File: src/rtl/calc_operand_entry_pkg.sv
// calc_operand_entry_pkg
//   Shared definitions for the push-button operand-entry front end:
//   operand width, default operand limit, key bit positions, field codes,
//   auto-repeat state codes and the wrap-around helpers used on num1/num2.
//   No ports; imported by calc_operand_entry and its debounce sub-module.
package calc_operand_entry_pkg;

  // Operand width matches the calculator datapath operand inputs.
  localparam int OPW             = 7;
  localparam int DEFAULT_MAX_VAL = 99;

  // Raw and synchronised key levels are active-low.
  localparam logic KEY_RELEASED = 1'b1;

  // Bit positions inside key_n.
  localparam logic [1:0] KEY_CLR = 2'd0;
  localparam logic [1:0] KEY_DEC = 2'd1;
  localparam logic [1:0] KEY_INC = 2'd2;
  localparam logic [1:0] KEY_SEL = 2'd3;

  typedef enum logic [1:0] {
    FIELD_NUM1 = 2'd0,
    FIELD_NUM2 = 2'd1,
    FIELD_CAL  = 2'd2,
    FIELD_DISP = 2'd3
  } field_e;

  typedef enum logic [1:0] {
    RPT_IDLE   = 2'd0,
    RPT_WAIT   = 2'd1,
    RPT_REPEAT = 2'd2
  } rpt_state_e;

  // Values at or above the limit wrap to zero so a stray value cannot
  // escape the 0..max range.
  function automatic logic [OPW-1:0] wrap_inc(input logic [OPW-1:0] v,
                                              input logic [OPW-1:0] max_v);
    return (v >= max_v) ? '0 : v + OPW'(1);
  endfunction

  function automatic logic [OPW-1:0] wrap_dec(input logic [OPW-1:0] v,
                                              input logic [OPW-1:0] max_v);
    return ((v == '0) || (v > max_v)) ? max_v : v - OPW'(1);
  endfunction

endpackage

File: src/rtl/calc_operand_entry_key_debounce.sv
// calc_operand_entry_key_debounce
//   One key input path: 2-FF synchroniser, stability counter and a
//   one-cycle press pulse on an accepted released->pressed transition.
// Ports
//   clk      in   system clock
//   rst_n    in   asynchronous active-low reset
//   key_n    in   raw button, 0 = pressed
//   pressed  out  accepted (debounced) level, 1 = pressed
//   press    out  one-cycle pulse when the accepted level becomes pressed
module calc_operand_entry_key_debounce
  import calc_operand_entry_pkg::*;
#(
  parameter int DEB_CYCLES = 1_000_000
) (
  input  logic clk,
  input  logic rst_n,
  input  logic key_n,
  output logic pressed,
  output logic press
);

  // The counter only has to hold DEB_CYCLES-1 before the level flips.
  localparam int CW = (DEB_CYCLES > 1) ? $clog2(DEB_CYCLES) : 1;
  localparam logic [CW-1:0] CNT_LAST = CW'(DEB_CYCLES - 1);

  logic          sync1;
  logic          sync2;
  logic          level_n;
  logic [CW-1:0] cnt;

  // Two-flop synchroniser; resets to the released level.
  always_ff @(posedge clk or negedge rst_n) begin
    if (!rst_n) begin
      sync1 <= KEY_RELEASED;
      sync2 <= KEY_RELEASED;
    end else begin
      sync1 <= key_n;
      sync2 <= sync1;
    end
  end

  // Any cycle where the synced level agrees with the accepted level
  // restarts the count, so a glitch shorter than DEB_CYCLES never flips it.
  always_ff @(posedge clk or negedge rst_n) begin
    if (!rst_n) begin
      level_n <= KEY_RELEASED;
      cnt     <= '0;
      press   <= 1'b0;
    end else begin
      press <= 1'b0;
      if (sync2 == level_n) begin
        cnt <= '0;
      end else if (cnt == CNT_LAST) begin
        cnt     <= '0;
        level_n <= sync2;
        press   <= (sync2 != KEY_RELEASED);
      end else begin
        cnt <= cnt + CW'(1);
      end
    end
  end

  assign pressed = (level_n != KEY_RELEASED);

endmodule

File: src/rtl/calc_operand_entry.sv
// calc_operand_entry
//   Push-button operand-entry front end for the calculator. Four debounced
//   active-low keys edit num1/num2/cal_mode/disp_mode; inc/dec auto-repeat
//   while held.
// Ports
//   clk        in   system clock
//   rst_n      in   asynchronous active-low reset
//   key_n[3:0] in   raw keys, 0 = pressed: [3] select, [2] inc, [1] dec, [0] clear
//   num1       out  operand 1, 0..MAX_VAL
//   num2       out  operand 2, 0..MAX_VAL
//   cal_mode   out  operation select
//   disp_mode  out  display select
//   field_sel  out  field being edited: 0 num1, 1 num2, 2 cal_mode, 3 disp_mode
//   upd        out  one-cycle pulse whenever an edited value changes
module calc_operand_entry
  import calc_operand_entry_pkg::*;
#(
  parameter int DEB_CYCLES   = 1_000_000,
  parameter int REPEAT_DELAY = 25_000_000,
  parameter int REPEAT_RATE  = 5_000_000,
  parameter int MAX_VAL      = DEFAULT_MAX_VAL
) (
  input  logic           clk,
  input  logic           rst_n,
  input  logic [3:0]     key_n,
  output logic [OPW-1:0] num1,
  output logic [OPW-1:0] num2,
  output logic           cal_mode,
  output logic           disp_mode,
  output logic [1:0]     field_sel,
  output logic           upd
);

  localparam int TMR_MAX = (REPEAT_DELAY > REPEAT_RATE) ? REPEAT_DELAY : REPEAT_RATE;
  localparam int TW      = (TMR_MAX > 1) ? $clog2(TMR_MAX) : 1;

  // The timer expires on the cycle it reads zero, hence the -1 loads.
  localparam logic [TW-1:0]  DELAY_LOAD = TW'(REPEAT_DELAY - 1);
  localparam logic [TW-1:0]  RATE_LOAD  = TW'(REPEAT_RATE - 1);
  localparam logic [OPW-1:0] MAX_V      = OPW'(MAX_VAL);

  logic [3:0]    key_level;
  logic [3:0]    key_evt;
  rpt_state_e    rpt_state;
  logic [1:0]    rpt_key;
  logic [TW-1:0] rpt_timer;
  field_e        field_q;
  logic          clr_evt;
  logic          sel_evt;
  logic          rpt_fire;
  logic          inc_evt;
  logic          dec_evt;

  for (genvar k = 0; k < 4; k++) begin : g_key
    calc_operand_entry_key_debounce #(
      .DEB_CYCLES(DEB_CYCLES)
    ) u_deb (
      .clk    (clk),
      .rst_n  (rst_n),
      .key_n  (key_n[k]),
      .pressed(key_level[k]),
      .press  (key_evt[k])
    );
  end

  assign clr_evt = key_evt[KEY_CLR];
  assign sel_evt = key_evt[KEY_SEL];

  // A repeat only fires while the tracked key is still accepted as held.
  assign rpt_fire = (rpt_state != RPT_IDLE) && (rpt_timer == '0) && key_level[rpt_key];
  assign inc_evt  = key_evt[KEY_INC] | (rpt_fire & (rpt_key == KEY_INC));
  assign dec_evt  = key_evt[KEY_DEC] | (rpt_fire & (rpt_key == KEY_DEC));

  // Auto-repeat FSM. A press that loses to clear/select in the same cycle
  // does not arm the repeat; inc is tracked when inc and dec tie.
  always_ff @(posedge clk or negedge rst_n) begin
    if (!rst_n) begin
      rpt_state <= RPT_IDLE;
      rpt_key   <= KEY_INC;
      rpt_timer <= '0;
    end else begin
      case (rpt_state)
        RPT_IDLE: begin
          if (!clr_evt && !sel_evt && (key_evt[KEY_INC] || key_evt[KEY_DEC])) begin
            rpt_state <= RPT_WAIT;
            rpt_key   <= key_evt[KEY_INC] ? KEY_INC : KEY_DEC;
            rpt_timer <= DELAY_LOAD;
          end
        end
        RPT_WAIT, RPT_REPEAT: begin
          if (clr_evt || sel_evt || !key_level[rpt_key]) begin
            rpt_state <= RPT_IDLE;
          end else if (rpt_timer == '0) begin
            rpt_state <= RPT_REPEAT;
            rpt_timer <= RATE_LOAD;
          end else begin
            rpt_timer <= rpt_timer - TW'(1);
          end
        end
        default: rpt_state <= RPT_IDLE;
      endcase
    end
  end

  // Field registers with fixed priority clear > select > inc > dec.
  // Clear raises upd only when the field was not already zero.
  always_ff @(posedge clk or negedge rst_n) begin
    if (!rst_n) begin
      num1      <= '0;
      num2      <= '0;
      cal_mode  <= 1'b0;
      disp_mode <= 1'b0;
      field_q   <= FIELD_NUM1;
      upd       <= 1'b0;
    end else begin
      upd <= 1'b0;
      if (clr_evt) begin
        case (field_q)
          FIELD_NUM1: begin upd <= (num1 != '0); num1 <= '0;      end
          FIELD_NUM2: begin upd <= (num2 != '0); num2 <= '0;      end
          FIELD_CAL:  begin upd <= cal_mode;     cal_mode <= 1'b0;  end
          FIELD_DISP: begin upd <= disp_mode;    disp_mode <= 1'b0; end
          default:    upd <= 1'b0;
        endcase
      end else if (sel_evt) begin
        field_q <= field_e'(field_q + 2'd1);
      end else if (inc_evt || dec_evt) begin
        upd <= 1'b1;
        case (field_q)
          FIELD_NUM1: num1 <= inc_evt ? wrap_inc(num1, MAX_V) : wrap_dec(num1, MAX_V);
          FIELD_NUM2: num2 <= inc_evt ? wrap_inc(num2, MAX_V) : wrap_dec(num2, MAX_V);
          FIELD_CAL:  cal_mode  <= ~cal_mode;
          FIELD_DISP: disp_mode <= ~disp_mode;
          default:    upd <= 1'b0;
        endcase
      end
    end
  end

  assign field_sel = field_q;

endmodule

File: config.mk
export PLATFORM = sky130hd
export DESIGN_NAME = calc_operand_entry
export DESIGN_NICKNAME = d
export VERILOG_FILES = /design/src/rtl/calc_operand_entry_pkg.sv /design/src/rtl/calc_operand_entry_key_debounce.sv /design/src/rtl/calc_operand_entry.sv
export SDC_FILE = /design/constraint.sdc
export NUM_CORES = 1
export LEC_CHECK = 0
export BUFFER_PORTS_ARGS = -buffer_cell sky130_fd_sc_hd__buf_4
export CAP_MARGIN = 10
export CORE_ASPECT_RATIO = 1.5
export CORE_MARGIN = 3
export CORE_UTILIZATION = 45
export CTS_CLUSTER_SIZE = 12
export DETAILED_ROUTE_END_ITERATION = 10
export MAX_ROUTING_LAYER = met4
export PLACE_DENSITY_LB_ADDON = 0.25
export RECOVER_POWER = 25
export SYNTH_ARGS = -nofsm -noshare
export SYNTH_HDL_FRONTEND = slang
export SYNTH_SLANG_ARGS = --single-unit
File: constraint.sdc
create_clock -name clk -period 2.6 [get_ports clk]
set_input_delay 0.13 -clock clk [delete_from_list [all_inputs] [get_ports clk]]
set_output_delay 0.13 -clock clk [all_outputs]
set_load 0.02 [all_outputs]
### Yosys cells after proc, flatten, opt, wreduce, memory -nomap -nowiden

Cells that the tools add are included.

* bits in registers: 144
* output and inout port bits: 19

* add/sub/neg operators: 10
* order comparisons: 5
* equal/unequal tests: 23
* multiplexer cells: 57
* bitwise operators: 19
* reduce and logical (&&, ||, !) cells: 40

Operator list (number)
* two-way mux 20 bit: 8
* two-way mux 7 bit: 16
* adder 20 x 1 -> 20 bit (second input constant): 4
* == test 20 bit (second input constant): 4
* two-way mux 25 bit: 3
* one-hot mux 25 bit (2 select lines): 1
* logical NOT 25 bit: 1
* subtractor 25 x 1 -> 25 bit (second input constant): 1
* two-way mux 1 bit: 22
* AND reduction 4 bit: 4
* inverter 1 bit: 15
* adder 7 x 1 -> 7 bit (second input constant): 2
* >= comparator 7 bit (second input constant): 2
* greater-than comparator 7 bit (second input constant): 2
* logical NOT 7 bit: 2
* != test 2 bit (second input constant): 7
* AND reduction 2 bit: 7
* nonzero test 2 bit: 7
* nonzero test 7 bit: 2
* subtractor 7 x 1 -> 7 bit (second input constant): 2
* == test 2 bit (second input constant): 4
* two-way mux 2 bit: 4
* == test 2 x 1 -> 1 bit (second input constant): 3
* logical OR 1 bit: 6
* 14 further kinds: 25

### Depth between registers and ports, before layout

* depth after elaboration: 11
* depth in mapped cells: 9
* gate-level depth less buffers: 8

### Modules after synthesis

From an unflattened synthesis, not the netlist that was laid out.

* cell total of the unflattened synthesis: 806
* area, all modules: 7996.4 µm²

Modules (own cells, without submodules)
* calc_operand_entry_key_debounce (g_key[0].u_deb ...): instances 3, cells each 108, area each 1189.9 µm²
* calc_operand_entry: instances 1, cells each 374, area each 3238.1 µm²
* calc_operand_entry_key_debounce (g_key[3].u_deb): instances 1, cells each 108, area each 1188.6 µm²

### Worst setup path after synthesis

No wires, ideal clock.

* kind: register to register
* from: register rpt_timer[14]
* to: register num2[2]
* setup time: 0.078 ns
* arrival: 2.102 ns
* path slack: 0.420 ns
* cell stages (with the launch flop): 8
* path buffers: 1
* clock period less this slack: 2.180 ns
* cell sequence: dfrtp_1 or4_4 nand4b_4 o31a_1 buf_6 nor4b_2 a31oi_1 o2bb2ai_1

* word-level cells in the longest chain between the ends: 10

Ends and longest elaborated chain
* from (decl): line calc_operand_entry.sv:46 `logic [TW-1:0] rpt_timer;`
* from (signal assigned): line calc_operand_entry.sv:97 `rpt_timer <= rpt_timer - TW'(1);`
* logical NOT 25 bit (*): line calc_operand_entry.sv:70 `assign rpt_fire = (rpt_state != RPT_IDLE) && (rpt_timer == '0) && key_level[rpt_key];`
* logical AND 1 bit (*) (2 in a row): line calc_operand_entry.sv:70
* bitwise AND 1 bit: line calc_operand_entry.sv:71 `assign inc_evt = key_evt[KEY_INC] | (rpt_fire & (rpt_key == KEY_INC));`
* OR 1 bit: line calc_operand_entry.sv:71
* two-way mux 7 bit: line calc_operand_entry.sv:131 `FIELD_NUM2: num2 <= inc_evt ? wrap_inc(num2, MAX_V) : wrap_dec(num2, MAX_V);`
* two-way mux 7 bit: line calc_operand_entry.sv:129 `case (field_q)`
* two-way mux 7 bit: line calc_operand_entry.sv:127 `end else if (inc_evt || dec_evt) begin`
* two-way mux 7 bit: line calc_operand_entry.sv:125 `end else if (sel_evt) begin`
* two-way mux 7 bit: line calc_operand_entry.sv:117 `if (clr_evt) begin`
* to (signal assigned): line calc_operand_entry.sv:131
* to (decl): line calc_operand_entry.sv:27 `output logic [OPW-1:0] num2,`

Every way passes the cells marked *; elsewhere a longest branch is shown, timed or not. The select of a mux whose other input is x is not followed.
A chain may end at the register's enable or synchronous reset.

### Final worst setup path

* from: register rpt_timer[14]
* to: register num2[4]

Same word-level chain as after synthesis.

==> run summary <==
Leading cell type by number of instances after synthesis: sky130_fd_sc_hd__dfrtp_1
Cells traversed along the worst timing path: or4_4 -> nand4b_4 -> o31a_1 -> buf_4 -> nor4b_1 -> a31oi_1 -> o21ai_0
Delay of the slowest cell on the worst path: 0.58 ns
Cell type with the highest aggregate area in the netlist: sky130_fd_sc_hd__dfrtp_1
Failing checks: capacitance limit, slew limit
Final estimated routing congestion in global placement: 0.836
Iteration count of the initial detailed-routing pass: 5
FP Rows: 57
Number of distinct library cells after synthesis: 62
Number of nets with antenna violations after routing: 0
Port buffer count: 24
Max-Slew Margin vs Limit: -7.69%
Area contributors post-synth: sky130_fd_sc_hd__dfrtp_1 (44%), sky130_fd_sc_hd__xor2_1 (7.0%), sky130_fd_sc_hd__nor2_1 (5.8%), sky130_fd_sc_hd__dfstp_2 (4.6%), sky130_fd_sc_hd__xnor2_1 (4.1%)
Cell count after synthesis: 778
Met3 global-route usage: 3.43%
Data required time at the worst endpoint: 2.94 ns
Final-stage net count: 845
Maximum number of pins on one net before global-route repair: 66
Synth async-reset ratio: 100%
Fraction of the mapped netlist area in compound gates: 9.64%
Sum of overflow across all layers after global routing: 0
Initial cell density of the core: 46.1%
Post-Layout Cell Count: 1042
Synthesis-to-layout area growth: 15.8%
Max Clock Skew: 0.0182 ns
Inst Count DP: 1004
Slew at the pin closest to its max-slew limit: 1.62 ns
Post-synthesis register bit count: 144
Final setup vio count: 0
Top-area cell type share of the netlist area: 43.8%
Crit path buf inv count: 1
Clock Root Buffer: sky130_fd_sc_hd__clkbuf_16
Clock sink count: 144
WL final: 15700 um
Sequential cell area fraction in the yosys report: 48.3%
Initial antenna violation count: 0
Maximum level of the CTS H-tree: 4
Adder and majority gate portion of the synthesized area: 2.67%
Number of failing hold endpoints at the final stage: 0
Met2 Use GR: 32.2%
Via count of the first global-routing pass: 5950
Count of flip-flops with a built-in enable after synthesis: 0
Routed length per instance: 15.0 um
Combinational family with the most area after synthesis: simple AND/OR/NAND/NOR gates
1st-iter DRT viols: 436
DRC violation count after routing: 0
Number of max-cap violations: 1
Busiest grt layer: met2
Sum of net half-perimeters after detailed placement: 11000 um
Cell area after synthesis: 0.00749 mm^2
Post-synth top flop: sky130_fd_sc_hd__dfrtp_1
Total clock buffers created by CTS: 17
Slowest cell on the critical path: sky130_fd_sc_hd__or4_4
Global-route total usage across every layer: 18.3%
Post-synthesis mux area share: 1.35%
Area share of xor/xnor cells in the synthesized design: 11.1%
Area enclosed by the die boundary: 0.0183 mm^2
Vertical die dimension: 164 um
Max Slew Vio Count: 65
Worst supply voltage drop on vdd: 0.442 mV
Maximum achievable frequency: 412 MHz
Category of the most critical setup path: flop to flop
Kind of start point of the critical path: flop
Family with the most delay on the worst path: simple AND/OR/NAND/NOR gates
Min cycle time layout: 2.43 ns
Fraction of layout cells with a size suffix above 1: 12.2%
Endpoint type of the worst setup path: flop
Number of vias per cell: 5.63
Post-Synthesis Mean Instance Area: 9.63 um^2
Via count: 5865
Global-route wire length before repair: 27100 um
Post-layout total power: 5.01 mW
GR Util met1: 20.9%
Leakage power total: 3.90 nW
Fin crit share: 93.3%
Synthesized-area fraction occupied by and/or/nand/nor cells: 24.8%
Clock transition at the register clock pins on the worst setup and hold paths after CTS: 0.07 ns
CTS tree: done
Clock latency reported for the late side of the worst-skew pair: 0.42 ns
Status: complete, but fails checks
Chip Width: 111 um
Post-synth net total: 800
Arrival time of data at the critical path endpoint: 2.77 ns
Areal power density over the cells: 577 mW/mm^2
Io pins: 25
Max Root-Sink Buffers: 2
Worst-path fanout max: 12
Hold Path Class: flop to flop
Antenna fix cells: 0
Core area: 0.0163 mm^2
Warning count from the yosys run: 0
Top cells by count, synth: sky130_fd_sc_hd__dfrtp_1 (131), sky130_fd_sc_hd__nor2_1 (116), sky130_fd_sc_hd__nand2_1 (64), sky130_fd_sc_hd__xor2_1 (60), sky130_fd_sc_hd__nand3_1 (44)
==> timing repair <==
item,CTS,global route
hold buffers,5,0
endpoints found under the setup margin,0,9
resized for setup,0,0
hold endpoints to repair,63,0
buffers inserted,0,1
==> logic make-up (layout without fill, tap and decap cells) <==
family,after synthesis,in the layout
adder cells (fa/ha/maj),16,16
multiplexers,8,8
AND/OR/NAND/NOR,368,368
flip-flops,144,144
XOR/XNOR,95,95
buffers and inverters,40,98
AO/OA/AOI/OAI,107,107
==> layer usage <==
metal	part of all wire (%)	wire length (um)
met5	0	0
met4	1.4	222
met3	2.6	400
met2	53	8380
met1	43	6680
==> power breakdown <==
| group | total, mW | switching, mW | internal [mW] |
|---|---|---|---|
| Clock | 2.61 | 0.947 | 1.66 |
| Combinational | 0.105 | 0.0752 | 0.0303 |
| Sequential | 2.29 | 0.0216 | 2.27 |
==> registers in the layout, indices dropped and copies added (netlist names), 4 cells and up <==
name and flops:
num1 7, g_key.u_deb.cnt 80, g_key.u_deb.press 4, g_key.u_deb.sync1 4, num2 7, g_key.u_deb.sync2 4
rpt_timer 25, g_key.u_deb.level_n 4
==> layout make-up <==
class | instances | area (um^2)
fillers | 1438 | 7580
multi-input cells | 594 | 3710
flip-flops and latches | 144 | 3620
clock buffers | 20 | 457
repair buffers | 50 | 387
well taps | 206 | 258
clock inverters | 12 | 181
inverters | 16 | 60.1
==> worst register-to-register path, cell delays in order (launching register included) <==
cell and delay, ns:
sky130_fd_sc_hd__dfrtp_1 0.43, sky130_fd_sc_hd__or4_4 0.58, sky130_fd_sc_hd__nand4b_4 0.23, sky130_fd_sc_hd__o31a_1 0.35, sky130_fd_sc_hd__buf_4 0.19, sky130_fd_sc_hd__nor4b_1 0.33, sky130_fd_sc_hd__a31oi_1 0.07, sky130_fd_sc_hd__o21ai_0 0.16
==> worst paths after layout <==
| kind | from | to | slack, ns | cells after the start |
|---|---|---|---|---|
| max | rpt_timer[14]$_DFFE_PN0P_ | num2[4]$_DFFE_PN0P_ | 0.17 | 7 |
| min | g_key[3].u_deb.sync1$_DFF_PN1_ | g_key[3].u_deb.sync2$_DFF_PN1_ | 0.36 | 0 |
| max reg2reg | rpt_timer[14]$_DFFE_PN0P_ | num2[4]$_DFFE_PN0P_ | 0.17 | 7 |
| min reg2reg | g_key[3].u_deb.sync1$_DFF_PN1_ | g_key[3].u_deb.sync2$_DFF_PN1_ | 0.36 | 0 |
| max in group asynchronous | rst_n | rpt_timer[6]$_DFFE_PN0P_ | 0.81 | 3 |
| min in group asynchronous | rst_n | g_key[0].u_deb.cnt[16]$_DFF_PN0_ | 0.66 | 2 |
==> through the flow <==
step                      TNS [ns]  util, %  cell area (um^2)  setup slack [ns]  hold WS, ns
final                            0     53.4              8680             0.175        0.355
after global routing      -0.00947     53.4              8680          -0.00947        0.359
after CTS                        0     53.4              8690            0.0893        0.298
after detailed placement         0     49.2              8000             0.107        0.166
after global placement           0     49.2              8000             0.220        0.156
after floorplan                  0        -              7490             0.420       -0.166
==> cell usage in the layout (no fill, tap or decap), types with 5 or more instances in the layout <==
cell / n
sky130_fd_sc_hd__nand2b_1: 6
sky130_fd_sc_hd__xor2_1: 60
sky130_fd_sc_hd__and4_1: 6
sky130_fd_sc_hd__mux2_2: 7
sky130_fd_sc_hd__nand3_1: 44
sky130_fd_sc_hd__nand4_1: 18
sky130_fd_sc_hd__a21oi_1: 25
sky130_fd_sc_hd__and3_1: 29
sky130_fd_sc_hd__buf_4: 37
sky130_fd_sc_hd__nand2_1: 64
sky130_fd_sc_hd__nor4_1: 15
sky130_fd_sc_hd__clkbuf_16: 17
sky130_fd_sc_hd__nor3b_1: 6
sky130_fd_sc_hd__o21ai_1: 6
sky130_fd_sc_hd__dlygate4sd3_1: 5
sky130_fd_sc_hd__a31oi_1: 7
sky130_fd_sc_hd__o31ai_1: 9
sky130_fd_sc_hd__dfstp_2: 13
sky130_fd_sc_hd__nor2_1: 116
sky130_fd_sc_hd__nor3_1: 23
sky130_fd_sc_hd__ha_1: 16
sky130_fd_sc_hd__dfrtp_1: 131
sky130_fd_sc_hd__xnor2_1: 35
sky130_fd_sc_hd__a22o_1: 9
sky130_fd_sc_hd__or3_1: 7
sky130_fd_sc_hd__inv_1: 16
sky130_fd_sc_hd__and2_1: 7
sky130_fd_sc_hd__o21ai_0: 17
Note: power is estimated with default switching activity, not from simulation.
